$ cat src/rtl/dot_frame_buffer_if.sv
// Host/scanner bus for the dot-matrix frame buffer: back-buffer writes, commit,
// scroll control and the scanned-row readout.
interface dot_frame_buffer_if;
  logic       wr_en;
  logic [2:0] wr_row;
  logic [7:0] wr_data;
  logic       wr_ready;
  logic       commit;
  logic       scroll_en;
  logic       scroll_dir;
  logic [2:0] scan_row;
  logic [7:0] row_data;
  logic       pending;

  modport master (
    output wr_en, wr_row, wr_data, commit, scroll_en, scroll_dir, scan_row,
    input  wr_ready, row_data, pending
  );

  modport slave (
    input  wr_en, wr_row, wr_data, commit, scroll_en, scroll_dir, scan_row,
    output wr_ready, row_data, pending
  );
endinterface

$ cat src/rtl/dot_frame_buffer.sv
// Double-buffered 8x8 bitmap feeding the row scanner; back->front swap only at
// frame boundaries, with optional periodic horizontal rotation of the front buffer.
module dot_frame_buffer #(
  parameter int SCROLL_FRAMES = 16
) (
  input  logic               div_clk,
  input  logic               reset,
  dot_frame_buffer_if.slave  bus
);

  localparam int CW = $clog2(SCROLL_FRAMES + 1);
  localparam logic [CW-1:0] LAST = CW'(SCROLL_FRAMES - 1);

  typedef enum logic [1:0] {IDLE, PEND, SWAP} state_e;

  state_e          state_q, state_d;
  logic [7:0][7:0] front_q, front_d;
  logic [7:0][7:0] back_q, back_d;
  logic [CW-1:0]   cnt_q, cnt_d;
  logic [2:0]      prev_q;
  logic [7:0]      row_q;
  logic            ready_w, pend_w;
  logic            frame_end;

  assign frame_end    = (prev_q == 3'd7) && (bus.scan_row == 3'd0);
  assign bus.wr_ready = ready_w;
  assign bus.pending  = pend_w;
  assign bus.row_data = row_q;

  always_comb begin
    state_d = state_q;
    ready_w = 1'b0;
    pend_w  = 1'b0;
    case (state_q)
      IDLE: begin
        ready_w = 1'b1;
        if (bus.commit) state_d = PEND;
      end
      PEND: begin
        pend_w = 1'b1;
        if (frame_end) state_d = SWAP;
      end
      SWAP:    state_d = IDLE;
      default: state_d = IDLE;
    endcase
  end

  // A write in the commit cycle is still accepted since wr_ready is IDLE-only.
  always_comb begin
    back_d = back_q;
    if (bus.wr_en && ready_w) back_d[bus.wr_row] = bus.wr_data;
  end

  // Swap and scroll are exclusive: scrolling only advances while IDLE, so a
  // boundary that triggers the swap never rotates.
  always_comb begin
    front_d = front_q;
    cnt_d   = cnt_q;
    if (state_q == SWAP) begin
      front_d = back_q;
      cnt_d   = '0;
    end else if (state_q == IDLE && frame_end && bus.scroll_en) begin
      if (cnt_q == LAST) begin
        cnt_d = '0;
        for (int i = 0; i < 8; i++) begin
          front_d[i] = bus.scroll_dir ? {front_q[i][0], front_q[i][7:1]}
                                      : {front_q[i][6:0], front_q[i][7]};
        end
      end else begin
        cnt_d = cnt_q + 1'b1;
      end
    end
  end

  always_ff @(posedge div_clk) begin
    if (reset) begin
      state_q <= IDLE;
      front_q <= '0;
      back_q  <= '0;
      cnt_q   <= '0;
      prev_q  <= '0;
      row_q   <= '0;
    end else begin
      state_q <= state_d;
      front_q <= front_d;
      back_q  <= back_d;
      cnt_q   <= cnt_d;
      prev_q  <= bus.scan_row;
      row_q   <= front_q[bus.scan_row];
    end
  end

endmodule

$ cat src/flat_wrapper.sv
// flat-port wrapper written by rule: the top's interface ports become plain ports
module dot_frame_buffer_flat 
#(
  parameter int SCROLL_FRAMES = 16
)
  (div_clk, reset, bus_wr_en, bus_wr_row, bus_wr_data, bus_commit, bus_scroll_en, bus_scroll_dir, bus_scan_row, bus_wr_ready, bus_row_data, bus_pending);
  dot_frame_buffer_if bus_i ();
  input  logic div_clk;
  input  logic reset;
  input wire logic [$bits(bus_i.wr_en)-1:0] bus_wr_en;
  input wire logic [$bits(bus_i.wr_row)-1:0] bus_wr_row;
  input wire logic [$bits(bus_i.wr_data)-1:0] bus_wr_data;
  input wire logic [$bits(bus_i.commit)-1:0] bus_commit;
  input wire logic [$bits(bus_i.scroll_en)-1:0] bus_scroll_en;
  input wire logic [$bits(bus_i.scroll_dir)-1:0] bus_scroll_dir;
  input wire logic [$bits(bus_i.scan_row)-1:0] bus_scan_row;
  output wire logic [$bits(bus_i.wr_ready)-1:0] bus_wr_ready;
  output wire logic [$bits(bus_i.row_data)-1:0] bus_row_data;
  output wire logic [$bits(bus_i.pending)-1:0] bus_pending;
  assign bus_i.wr_en = bus_wr_en;
  assign bus_i.wr_row = bus_wr_row;
  assign bus_i.wr_data = bus_wr_data;
  assign bus_i.commit = bus_commit;
  assign bus_i.scroll_en = bus_scroll_en;
  assign bus_i.scroll_dir = bus_scroll_dir;
  assign bus_i.scan_row = bus_scan_row;
  assign bus_wr_ready = bus_i.wr_ready;
  assign bus_row_data = bus_i.row_data;
  assign bus_pending = bus_i.pending;
  dot_frame_buffer #(.SCROLL_FRAMES(SCROLL_FRAMES)) u_core (.div_clk(div_clk), .reset(reset), .bus(bus_i));
endmodule
$ cat config.mk
export PLATFORM = sky130hd
export DESIGN_NAME = dot_frame_buffer_flat
export DESIGN_NICKNAME = d
export VERILOG_FILES = /design/src/rtl/dot_frame_buffer_if.sv /design/src/rtl/dot_frame_buffer.sv /design/src/flat_wrapper.sv
export SDC_FILE = /design/constraint.sdc
export NUM_CORES = 1
export LEC_CHECK = 0
export ABC_AREA = 1
export BUFFER_PORTS_ARGS = -buffer_cell sky130_fd_sc_hd__buf_2
export CORE_MARGIN = 8
export CORE_UTILIZATION = 62
export DETAILED_ROUTE_END_ITERATION = 8
export GPL_TIMING_DRIVEN = 0
export PLACE_DENSITY = 0.84
export SYNTH_ARGS = -nofsm -noshare
export SYNTH_HDL_FRONTEND = slang
export SYNTH_SLANG_ARGS = --single-unit
$ cat constraint.sdc
create_clock -name div_clk -period 1.73 [get_ports div_clk]
set_input_delay 0.2595 -clock div_clk [delete_from_list [all_inputs] [get_ports div_clk]]
set_output_delay 0.2595 -clock div_clk [all_outputs]
set_load 0.1 [all_outputs]
-- Yosys cells after proc, flatten, opt, wreduce, memory -nomap -nowiden
Index checks and enable logic that the tools add are counted.
- bits in registers: 146
- output and inout bits: 10
- logic and storage cells: 64
- $add $sub $neg: 1
- order comparisons: 3
- eq/ne operators: 6
- mux-type cells: 22
- reduce and logical (&&, ||, !) cells: 12
- operator list (cell ; number):
    64-bit two-way mux ; 3
    8-bit two-way mux ; 10
    64-bit bitwise mux ; 1
    8-bit binary-select mux with 3-bit select ; 1
    8-bit demux with 3-bit select ; 1
    3-bit by 4-bit < comparator with 1-bit output, second input constant ; 2
    5-bit by 1-bit adder with 5-bit output, second input constant ; 1
    5-bit by 4-bit equality test with 1-bit output, second input constant ; 1
    1-bit logical AND ; 5
    5-bit two-way mux ; 1
    2-bit two-way mux ; 2
    2-bit case mux with 2 select lines ; 1
    2-bit AND reduction ; 2
    2-bit nonzero test ; 2
    3-bit equality test, second input constant ; 1
    3-bit by 1-bit >= comparator with 1-bit output, second input constant ; 1
    3-bit zero test ; 1
    2-bit by 1-bit equality test with 1-bit output, second input constant ; 1
    2-bit equality test, second input constant ; 1
    2-bit zero test ; 1
    1-bit two-way mux ; 2
    2-bit by 1-bit inequality test with 1-bit output, second input constant ; 1
    2-bit inequality test, second input constant ; 1
    2-bit OR reduction ; 1

-- Depth between registers and ports, before layout
- depth in word-level cells: 6
- mapped depth: 10
- depth with buffers taken out: 7

-- Least setup slack after synthesis
Ideal clock, no wire load.
- path kind: flip-flop to flip-flop
- start point: register u_core.state_q[0]
- end point: register u_core.state_q[0]
- setup time: 70 ps
- data arrival time: 1932 ps
- required time: 1660 ps
- path slack: -272 ps
- stages on the path, launching flop included: 5
- path buffers: 0
- cells stage by stage: dfxtp_1 -> inv_2 -> nor2_1 -> nand2_1 -> a21oi_1
- cells in the longest elaborated chain, start to end: 3
- ends and longest elaborated chain (item ; RTL line ; RTL):
    start, declared ; dot_frame_buffer.sv:16 ; state_e state_q, state_d;
    start signal, assigned ; dot_frame_buffer.sv:84 ; state_q <= state_d;
    2-bit by 1-bit equality test with 1-bit output or 2-bit zero test (tied branches) ; dot_frame_buffer.sv:34 ; case (state_q)
    2-bit by 1-bit inequality test with 1-bit output (no line) or 2-bit inequality test (tied branches) ; - ;
    2-bit AND reduction (no line) ; - ;
Parallel ways exist; a longest one is shown, timed or not.
A chain may end at the register's enable or synchronous reset.

-- Final worst setup path
- start point: register u_core.state_q[0]
- end point: output port bus_pending
- cells in the longest elaborated chain, start to end: 2
- ends and longest elaborated chain (item ; RTL line ; RTL):
    2-bit by 1-bit equality test with 1-bit output ; dot_frame_buffer.sv:34 ;
    1-bit two-way mux ; dot_frame_buffer.sv:34 ;
    end, declared ; flat_wrapper.sv:19 ; output wire logic [$bits(bus_i.pending)-1:0] bus_pending;
No other way between the ends.

==> flow_summary.yaml <==
place:
  place_congestion: 0.968
  place_hpwl_um: 16400
  io_buffers: 25
logic_synthesis:
  netlist_area_mm2: 0.00772
  yosys_warnings: 0
  synth_cells: 1175
  ys_seq_area_share_pct: 37.8
  ys_seq_elements: 146
  synth_cell_types: 27
  synthesis.nets: 1196
  syn_avg_cell_area_um2: 6.57
sta:
  hold_viol_final: 0
  slew_headroom_pct: 63.5
  min_period_over_period_pct: 96.1
  finalSetupViolations: 0
  hold_slack_ns: 0.102
  min_period_ns: 1.66
  max_freq_mhz: 601
  finClkSkew_ns: 0.00915
  tightest_slew_ns: 0.547
  timing.setup.tns_ns: 0
  grt_setup_unrepaired: "true"
  finalMaxSlewViolations: 0
cts:
  clock_sinks: 146
  cts_buffer_depth: 2
  numCtsBuffers: 17
  insertion_delay_ns: 0.43
  cts_root_buf: "clkbuf_16"
  hold_buffers: 0
  clk_pin_slew_ns: 0.06
  h-tree-depth: 4
  cts_tree: "done"
grt:
  overflow: 0
  grt_pass1_wl_um: 36400
  grt_pass1_vias: 7107
  grt_max_degree: 17
  grt_usage_pct: 28.2
  antenna_found_initial: 0
power:
  peakVddDrop_v: 0.00110
  leakage_nw: 4.21
  power_per_cell_area_mw_per_mm2: 894
drt:
  remaining_drc_errors: 0
  routedWlPerCell_um: 16.3
  drt_iter0_markers: 1121
  vias_per_cell: 5.71
  vias: 8016
  drt-pass1-iter-count: 7
  totalWireLength_um: 22900
  ant_nets: 0
finish:
  nets: 1244
  multi_input_area_mm2: 0.00410
  area_growth_pct: 13.4
  n_fill_cell: 1019
  n_antenna_cell: 0
  seqCellArea_mm2: 0.00292
  drive_gt1_share_pct: 14.5
floorplanning:
  die_x_um: 128
  die_h_um: 128
  core_area_mm2: 0.0121
  start_util_pct: 63.8
  num_io_pins: 30
  die_area_mm2: 0.0163
  rows: 40
worst_setup_path:
  worstReg2RegStart: "u_core.state_q[0]$_SDFFE_PP0P_"
  crit_chain: "inv_2, nor2_2, buf_2"
  cp-start-kind: "register"
  cp.arrival_ns: 1.40
  worstSetupPathType: "reg2out"
  cp-end-kind: "output pin"
  cp_max_fo: 3
  cpMaxStageDelayCell: "buf_2"
  cp_data_required_time_ns: 1.47
  cp-startpoint: "u_core.state_q[0]$_SDFFE_PP0P_"
  max_stage_delay_ns: 0.43
min_path:
  hp-class: "in2reg"
  hold_start: "bus_commit"
run_status:
  outcome: "completed"
job:
  drv_cap: 0
## cell usage after synthesis (all sizes together)
master,instances,area share (%)
nand3,71,7.9
clkbuf,41,2.0
and3,1,0.081
ha,1,0.16
nor3,1,0.065
nand2,243,12
or2,1,0.081
dfxtp,146,38
o21ai,224,15
nand4,6,0.49
inv,87,4.2
a21oi,99,6.4
clkinv,1,0.049
nor4,1,0.081
nor2,210,11
o211ai,1,0.097
buf,40,3.3
xor2,1,0.11
## stage by stage
stage | instance area, um^2 | worst slack, ns | std cells | util (%) | total power [mW]
detailed placement | 8060 | -0.112 | 1368 | 66.6 | 4.18
finish | 8760 | 0.0674 | 1404 | 72.3 | 7.83
CTS | 8670 | 0.0177 | 1400 | 71.6 | 7.81
global route | 8760 | -0.00556 | 1404 | 72.3 | 8.02
global placement | 8060 | -0.0933 | 1368 | 66.6 | 4.16
floorplan | 7730 | 0.237 | 1175 | - | 3.99
## routing by layer
metal / share of wire, % / vias up / global-route usage, % / wire [um]
met5: 0 / - / 0 / 0
met4: 1.6 / 0 / 8.95 / 358
met3: 12 / 39 / 9.11 / 2840
met2: 44 / 452 / 43.0 / 10100
met1: 42 / 3624 / 37.0 / 9540
li1: - / 3901 / - / -
## worst max-delay path: cells and delay by family, from the launching register on
family                 cells  cell delay (ns)
and+or+nand+nor            1             0.09
buffers and inverters      2             0.50
DFF                        1             0.38
## cells in the final DEF, fill, tap and decap left out, types with 2 or more instances in the layout
cell,n
bufinv_16,2
nand3_2,51
clkbuf_2,5
clkbuf_1,37
buf_4,14
clkinvlp_4,5
nor2_2,2
a21oi_1,92
dfxtp_1,145
inv_2,8
o21ai_0,224
clkbuf_16,17
clkbuf_8,2
clkbuf_4,3
clkinv_4,2
a21oi_2,7
nor2_1,203
buf_6,9
inv_1,79
nand2_1,241
nand4_1,6
buf_1,4
nand2_2,2
nand3_1,20
nor2_4,4
buf_2,40
## cell families (layout without fill, tap and decap cells)
group,Yosys count,in the layout,synth area share [%]
AND/OR/NAND/NOR,534,534,31.3
AO/OA/AOI/OAI,324,324,21.0
buffers and inverters,169,230,9.59
flip-flops,146,146,37.8
adder cells (fa/ha/maj),1,1,0.162
XOR/XNOR,1,1,0.113
## state kept, by name, indices dropped and copies added, names as in the netlist
signal / cells
u_core.front_q: 64
u_core.prev_q: 3
u_core.bus.row_data: 8
u_core.cnt_q: 5
u_core.state_q: 2
u_core.back_q: 64
## report_power, final
part	internal (mW)	switching, mW	leakage, nW
logic	0.177	0.490	2.76
clock network	2.20	1.50	0.272
registers	3.43	0.0347	1.18
total	5.81	2.02	4.21
## repair_timing
item / 4_1_cts / 5_1_grt
pin swaps: 0 / 2
gates resized for setup: 8 / 30
endpoints found under the setup margin: 62 / 76
endpoints found under the hold margin: 0 / 0
buffers inserted: 0 / 4
## cell type report
cell class | count | area share (%)
multi-input combinational | 860 | 46.8
buffer | 81 | 5.01
clock inverter | 11 | 1.47
sequential | 146 | 33.4
inverter | 88 | 3.77
clock buffer | 21 | 5.26
tap | 168 | 2.40
timing repair buffer | 29 | 1.84
## path summary, 6_finish.rpt
| kind | slack, ns | end | cells after the start |
|---|---|---|---|
| setup / recovery | 0.07 | bus_pending | 3 |
| hold / removal | 0.10 | u_core.state_q[0]$_SDFFE_PP0P_ | 3 |
| setup reg to reg | 0.12 | u_core.front_q[39]$_SDFFE_PP0P_ | 8 |
| hold reg to reg | 0.48 | u_core.cnt_q[2]$_SDFFE_PP0P_ | 2 |
Note: power is estimated with default switching activity, not from simulation.
